## src/rtl/rv523_cell_pkg.sv

```systemverilog
// Shared definitions for RV523 4-input cell self-test: truth tables, input-bit
// mapping and the sequencer state encoding.
package rv523_cell_pkg;

  // Bit i of each table is the expected Y for vector index i.
  localparam logic [15:0] TT_AOI22 = 16'h0777;
  localparam logic [15:0] TT_OAI22 = 16'h111F;
  localparam logic [15:0] TT_AND4  = 16'h8000;
  localparam logic [15:0] TT_NAND4 = 16'h7FFF;

  // Position of each cell input inside the 4-bit vector index.
  localparam int VB_A1 = 0;
  localparam int VB_A2 = 1;
  localparam int VB_B1 = 2;
  localparam int VB_B2 = 3;

  localparam logic [3:0] LAST_VEC = 4'd15;

  // The finish step is folded into the SAMPLE exit edge, so the done cycle is
  // already IDLE and can accept the next start.
  typedef enum logic [1:0] {
    ST_IDLE,
    ST_SETTLE,
    ST_SAMPLE
  } bist_state_t;

  function automatic logic tt_expect(input logic [15:0] tt, input logic [3:0] vec);
    return tt[vec];
  endfunction

endpackage

```

## src/rtl/rv523_settle_counter.sv

```systemverilog
// Loadable down-counter that flags the last settle cycle of a vector.
module rv523_settle_counter #(
  parameter int unsigned LOAD_VAL = 2
) (
  input  logic clk,
  input  logic rst,
  input  logic i_load,
  input  logic i_dec,
  output logic o_term
);

  localparam int W = (LOAD_VAL < 2) ? 1 : $clog2(LOAD_VAL + 1);

  logic [W-1:0] r_cnt;

  // NOTE: sequential state uses non-blocking assignments so every flop samples pre-edge values.
  always_ff @(posedge clk or posedge rst) begin
    if (rst) begin
      r_cnt <= '0;
    end else if (i_load) begin
      r_cnt <= W'(LOAD_VAL);
    end else if (i_dec && (r_cnt != '0)) begin
      r_cnt <= r_cnt - W'(1);
    end
  end

  assign o_term = (r_cnt == W'(1));

endmodule

```

## src/rtl/cell4_bist.sv

```systemverilog
// Self-test sequencer: walks a 4-input cell through all 16 input vectors and
// scores each sampled Y against a parameterised truth table.
module cell4_bist
  import rv523_cell_pkg::*;
#(
  parameter logic [15:0] EXPECT        = TT_AOI22,
  parameter int unsigned SETTLE_CYCLES = 2,
  parameter bit          STOP_ON_FAIL  = 1'b0
) (
  input  logic       clk,
  input  logic       rst,
  input  logic       start,
  output logic       busy,
  output logic       done,
  output logic       pass,
  output logic       drv_a1,
  output logic       drv_a2,
  output logic       drv_b1,
  output logic       drv_b2,
  input  logic       dut_y,
  output logic [4:0] fail_count,
  output logic [3:0] fail_vec
);

  if (SETTLE_CYCLES < 1) begin : g_bad_settle
    $error("cell4_bist: SETTLE_CYCLES must be at least 1");
  end

  bist_state_t r_state;
  logic [3:0]  r_vec;
  logic [3:0]  r_drv;
  logic        r_busy;
  logic        r_done;
  logic        r_pass;
  logic [4:0]  r_fail_count;
  logic [3:0]  r_fail_vec;

  logic       w_mismatch;
  logic       w_stop;
  logic       w_load;
  logic       w_dec;
  logic       w_term;
  logic [4:0] w_fail_next;
  logic [3:0] w_vec_next;

  assign w_mismatch  = (dut_y != tt_expect(EXPECT, r_vec));
  assign w_stop      = (r_vec == LAST_VEC) || (STOP_ON_FAIL && w_mismatch);
  assign w_fail_next = r_fail_count + {4'd0, w_mismatch};
  assign w_vec_next  = r_vec + 4'd1;
  assign w_dec       = (r_state == ST_SETTLE);
  assign w_load      = ((r_state == ST_IDLE) && start) ||
                       ((r_state == ST_SAMPLE) && !w_stop);

  rv523_settle_counter #(
    .LOAD_VAL (SETTLE_CYCLES)
  ) u_settle (
    .clk    (clk),
    .rst    (rst),
    .i_load (w_load),
    .i_dec  (w_dec),
    .o_term (w_term)
  );

  always_ff @(posedge clk or posedge rst) begin
    if (rst) begin
      r_state      <= ST_IDLE;
      r_vec        <= '0;
      r_drv        <= '0;
      r_busy       <= 1'b0;
      r_done       <= 1'b0;
      r_pass       <= 1'b0;
      r_fail_count <= '0;
      r_fail_vec   <= '0;
    end else begin
      // NOTE: default-low here makes done a single-cycle pulse without extra state.
      r_done <= 1'b0;
      case (r_state)
        ST_IDLE: begin
          r_drv <= '0;
          if (start) begin
            r_vec        <= '0;
            r_fail_count <= '0;
            r_fail_vec   <= '0;
            r_pass       <= 1'b0;
            r_busy       <= 1'b1;
            r_state      <= ST_SETTLE;
          end
        end
        ST_SETTLE: begin
          if (w_term) r_state <= ST_SAMPLE;
        end
        ST_SAMPLE: begin
          if (w_mismatch) begin
            r_fail_count <= w_fail_next;
            if (r_fail_count == '0) r_fail_vec <= r_vec;
          end
          if (w_stop) begin
            r_busy  <= 1'b0;
            r_done  <= 1'b1;
            r_pass  <= (w_fail_next == '0);
            r_drv   <= '0;
            r_state <= ST_IDLE;
          end else begin
            r_vec   <= w_vec_next;
            r_drv   <= w_vec_next;
            r_state <= ST_SETTLE;
          end
        end
        default: r_state <= ST_IDLE;
      endcase
    end
  end

  assign busy       = r_busy;
  assign done       = r_done;
  assign pass       = r_pass;
  assign drv_a1     = r_drv[VB_A1];
  assign drv_a2     = r_drv[VB_A2];
  assign drv_b1     = r_drv[VB_B1];
  assign drv_b2     = r_drv[VB_B2];
  assign fail_count = r_fail_count;
  assign fail_vec   = r_fail_vec;

endmodule

```

## config.mk

```make
export PLATFORM = sky130hd
export DESIGN_NAME = cell4_bist
export DESIGN_NICKNAME = d
export VERILOG_FILES = /design/src/rtl/rv523_cell_pkg.sv /design/src/rtl/rv523_settle_counter.sv /design/src/rtl/cell4_bist.sv
export SDC_FILE = /design/constraint.sdc
export NUM_CORES = 1
export LEC_CHECK = 0
export CORE_ASPECT_RATIO = 0.75
export CORE_MARGIN = 5
export CORE_UTILIZATION = 52
export DETAILED_ROUTE_END_ITERATION = 8
export GPL_TIMING_DRIVEN = 0
export PLACE_DENSITY_LB_ADDON = 0.25
export SYNTH_ARGS = -nofsm -noshare
export SYNTH_HDL_FRONTEND = slang
export SYNTH_HIERARCHICAL = 1
export SYNTH_SLANG_ARGS = --single-unit
```

## constraint.sdc

```tcl
create_clock -name clk -period 2.9 [get_ports clk]
set_input_delay 0.29 -clock clk [delete_from_list [all_inputs] [get_ports clk]]
set_output_delay 0.29 -clock clk [all_outputs]
set_load 0.005 [all_outputs]
```

==> Word-level counts from Yosys, hierarchy flattened <==
Memories as Yosys holds them, arrays and structs flattened.
Cells that the tools add are included.
{ "totals": {"output_inout_bits": 16, "rom_bits": 16, "word_cells": 67, "memories": 1, "in_bits": 4, "register_bits": 24} }
{ "classes": {"mux": 26, "eq_ne": 11, "n_lt_le_gt_ge": 1, "addsub": 3, "n_reduce_logical": 16} }
{ "memory_table": {"columns": ["name", "depth", "word_bits", "rd", "rd_clocked_by_memory_dff", "wr", "line", "text"], "rows": [
  ["(name not given)", 16, 1, 1, 0, 0, "rv523_cell_pkg.sv:28", "return tt[vec];"]
]} }
{ "ops": {"columns": ["cell", "count"], "rows": [
  ["$pmux W4 S2", 3],
  ["$mux W4", 5],
  ["$logic_not A5 Y1", 2],
  ["$mux W5", 2],
  ["$ne A2 B2 Y1 const B", 5],
  ["$pmux W5 S2", 1],
  ["$reduce_and A3 Y1", 3],
  ["$mux W1", 8],
  ["$mux W2", 4],
  ["$pmux W2 S3", 1],
  ["$reduce_bool A2 Y1", 3],
  ["$add A5 B1 Y5", 1],
  ["$lt A4 B5 Y1 const B", 1],
  ["$add A4 B1 Y4 const B", 1],
  ["$eq A2 B1 Y1 const B", 2],
  ["$eq A4 B4 Y1 const B", 1],
  ["$pmux W1 S2", 2],
  ["$reduce_and A4 Y1", 1],
  ["$logic_and A1 B1 Y1", 3],
  ["$eq A2 B2 Y1 const B", 1],
  ["$logic_not A2 Y1", 1],
  ["$ne A2 B1 Y1 const B", 1],
  ["$reduce_and A2 Y1", 1],
  ["$sub A2 B1 Y2 const B", 1],
  ["other kinds (3)", 3]
]} }

==> Logic depth before layout (Yosys ltp) <==
{ "depth": {"word_depth": 7, "depth_mapped": 12} }

==> Cells and area by module <==
The synthesis kept the hierarchy.
{ "modules_own_cells": {"columns": ["module", "n_inst", "seq_area_each_um2", "cells_each", "area_per_inst_um2"], "rows": [
  ["cell4_bist", 1, 550.5, 109, 1121.1],
  ["rv523_settle_counter", 1, 50.0, 14, 145.1]
]} }

==> Least setup slack after synthesis <==
Ideal clock, no wire load.
{ "synth_path": {"path_kind": "flip-flop to flip-flop", "from": "reg r_vec[0]", "to": "reg r_pass, in the netlist pass", "slack_ps": 488, "n_path_buf": 0, "stages_incl_launch_ff": 12, "arrival_ps": 2347, "setup_time_ps": 65, "path_cell_list": "dfrtp_1 > ha_1 > inv_1 > ha_1 > nand2_1 > nand2_1 > xor2_1 > ha_1 > ha_1 > or4_1 > a31oi_1 > mux2_1"} }
{ "synth_between": {"elab_chain_len": 7, "word_cells_on_any_way": 10} }
{ "synth_lines": {"columns": ["item", "line", "text"], "rows": [
  ["start, declared", "cell4_bist.sv:30", "logic [3:0] r_vec;"],
  ["start signal, assigned", "cell4_bist.sv:104", "r_vec <= w_vec_next;"],
  ["$mem_v2 Z16 W1", null, null],
  ["$mux W1 (implied by the code)", "rv523_cell_pkg.sv:28", null],
  ["$ne A1 B1 Y1", "cell4_bist.sv:46", "assign w_mismatch = (dut_y != tt_expect(EXPECT, r_vec));"],
  ["$add A5 B1 Y5", "cell4_bist.sv:48", "assign w_fail_next = r_fail_count + {4'd0, w_mismatch};"],
  ["$logic_not A5 Y1", "cell4_bist.sv:100", "r_pass <= (w_fail_next == '0);"],
  ["$mux W1", "cell4_bist.sv:97", "if (w_stop) begin"],
  ["$pmux W1 S2", "cell4_bist.sv:77", "case (r_state)"],
  ["end signal, assigned", "cell4_bist.sv:100", null],
  ["end, declared", "cell4_bist.sv:34", "logic r_pass;"]
]} }
Several ways; a longest one is shown, not always the timed one. The select of a mux whose other input is x is not followed.
A chain may end at the register's enable or synchronous reset.

==> Worst setup path after layout <==
Ends and elaborated chain as after synthesis.

==> impl_metrics.toml <==
[status]
status = "completed"

[logic_synthesis]
async_flop_share_pct = 100
synth_area_leaders = "dfrtp_1, ha_1, nand2_1"
synth.most_common_cell = "dfrtp_1"
avgSynthCellArea_um2 = 10.3
syn_nets = 133
synth_top_cell_by_area = "dfrtp_1"
synthCells = 123
synth_cell_types = 38
synth_seq_cells = 24
synthFlopType = "dfrtp_1"
synth-seq-area-share_pct = 47.4
syn_area_um2 = 1270
synth_top_area_share_pct = 47.4
yosysWarnings = 6
synthTopCellsByCount = "dfrtp_1, nand2_1, inv_1, nor2_1"
synth-edff-count = 0

[floorplan]
io_pins = 20
start_util_pct = 54.9
coreArea_um2 = 2310
row_count = 15
die_area_um2 = 3530
die_height_um = 52.7
fp.dieW_um = 67.0

[routing]
ant_nets = 0
dr.pass1.iters = 4
drc = 0
wl_per_cell_um = 13.6
num_vias = 978
drt-vias-per-instance = 5.46
drt_iter0_markers = 43
wl_um = 2440

[placed_design]
preCtsSetupSlack_ns = 0.227
io_buffer_count = 19
dp.cells = 176
place_hpwl_um = 1890
place.gp.congestion = 0.927

[clock_tree]
insertion_delay_ns = 0.31
clk_pin_slew_worst_paths_ns = 0.12
root_buffer = "clkbuf_4"
htreeDepth = 1
postCtsSetupRepairBufs = 0
clock_sinks = 24
cts_buffer_depth = 2
cts_hold_buf = 0
post_cts_resized = 0
cts_buffers = 3
cts_tree = "yes"

[timing]
rsz0062_at_grt = "false"
slew_viol_final = 0
fmax_mhz = 369
worst_pin_slew_ns = 0.830
finalSetupViolCount = 0
slew_headroom_pct = 44.6
fin_crit_sh_pct = 93.4
fin_setup_tns_ns = 0
min_period_ns = 2.71
fin_ws_ns = 0.193
finalClockSkew_ns = 0.00324
hold_violations = 0

[final_layout]
drive_gt1_share_pct = 8.97
final_nets = 157
antenna_cells = 0
synthToLayoutAreaGrowth_pct = 20.2
fin_cells = 179
final_util_pct = 65.9

[power_and_ir_drop]
p_leak_nw = 0.706
max-vdd-ir-drop_mv = 0.459
switchingPower_uw = 295
power_frac_seq_pct = 47.7
p_sw_share_pct = 33.6
p_comb_share_pct = 36.1
internal_power_uw = 583
power_frac_clock_pct = 16.1
power.density_nw_per_um2 = 577

[worst_setup_path]
startpoint_type = "register"
required_ns = 3.16
arrival_ns = 2.97
critPathKind = "reg2reg"
end_kind = "register"
cp_max_fo = 6

[grt]
antenna_found_initial = 0
grt_start_max_net_pins = 23
grtUsageTotal_pct = 15.5
first_global_vias = 954
grt_pass1_wl_um = 4110
gr-total-overflow = 0

[min_path]
worstHoldPathType = "in2async"

[run]
cap_violations = 0
-- cells by family (layout without fill, tap and decap cells) --
| family | Yosys count | count (layout) | share of synthesized area [%] |
|---|---|---|---|
| compound gates | 24 | 24 | 14.8 |
| xor+xnor | 4 | 4 | 2.77 |
| fa+ha+maj | 6 | 6 | 5.93 |
| buf+inv | 13 | 35 | 5.14 |
| flops | 24 | 24 | 47.4 |
| mux | 4 | 4 | 3.66 |
| simple gates | 48 | 48 | 20.3 |
-- critical path, stage by stage (launching register included) --
cell and delay, ns:
dfrtp_1 0.45, ha_1 0.25, inv_1 0.06, ha_1 0.13, nand2_1 0.12, nand2_1 0.12, xor2_1 0.22, ha_1 0.20
ha_1 0.23, or4_1 0.53, a31oi_1 0.19, mux2_1 0.15
-- per-stage QoR --
stage                     total power [mW]  hold slack (ns)  instance area [um^2]
final                                0.878            0.143                  1520
after global routing                 0.938            0.150                  1520
after CTS                            0.887            0.136                  1520
after detailed placement             0.745            0.470                  1500
after global placement               0.729            0.459                  1500
after floorplan                      0.653           0.0312                  1270
-- flip-flops by register name (all words and copies together) (netlist names) --
name,flops
done,1
pass,1
r_state,2
r_vec,4
busy,1
fail_count,5
r_drv,4
fail_vec,4
u_settle/r_cnt,2
-- cell usage in the layout, fill, tap and decap left out, types with 3 or more instances in the layout --
master           Yosys  routed
nand3_1              3       3
ha_1                 6       6
o21ai_0              6       6
xor2_1               3       3
clkdlybuf4s50_1      0      19
a32o_1               4       4
or4_1                3       3
clkbuf_4             0       3
dfrtp_1             24      24
nor2b_1              3       3
nand2_1             14      14
nor2_1               9       9
inv_1                9       9
o21ai_1              4       4
-- final cells by class --
class / count / area, um^2
fillers: 201 / 787
flip-flops and latches: 24 / 601
multi-input cells: 86 / 601
repair buffers: 19 / 190
well taps: 34 / 42.5
inverters: 10 / 37.5
plain buffers: 3 / 27.5
clock buffers: 3 / 22.5
-- power groups by stage --
stage               sequential (mW)  clock (mW)  combinational, mW
floorplan                     0.417           0              0.235
global placement              0.422           0              0.306
detailed placement            0.424           0              0.321
CTS                           0.419       0.146              0.322
global route                  0.426       0.162              0.351
finish                        0.419       0.141              0.317
-- layer usage --
layer	GRT usage (%)	routed length, um	vias up
met5	0	0	-
met1	20.2	1220	482
met2	25.5	1090	14
met3	4.51	100	4
li1	-	-	478
met4	3.37	22	0
-- worst paths after layout --
kind / end / slack, ns / depth (start not counted) / from
min reg2reg: r_drv[0] / 0.49 / 2 / r_drv[0]
min in group clk: r_drv[0] / 0.49 / 2 / r_drv[0]
max reg2reg: pass / 0.19 / 11 / r_vec[0]
max in group asynchronous: fail_vec[3] / 1.92 / 2 / rst
max: pass / 0.19 / 11 / r_vec[0]
min: u_settle/r_cnt[0] / 0.14 / 2 / rst
(Power assumes the default switching activity.)
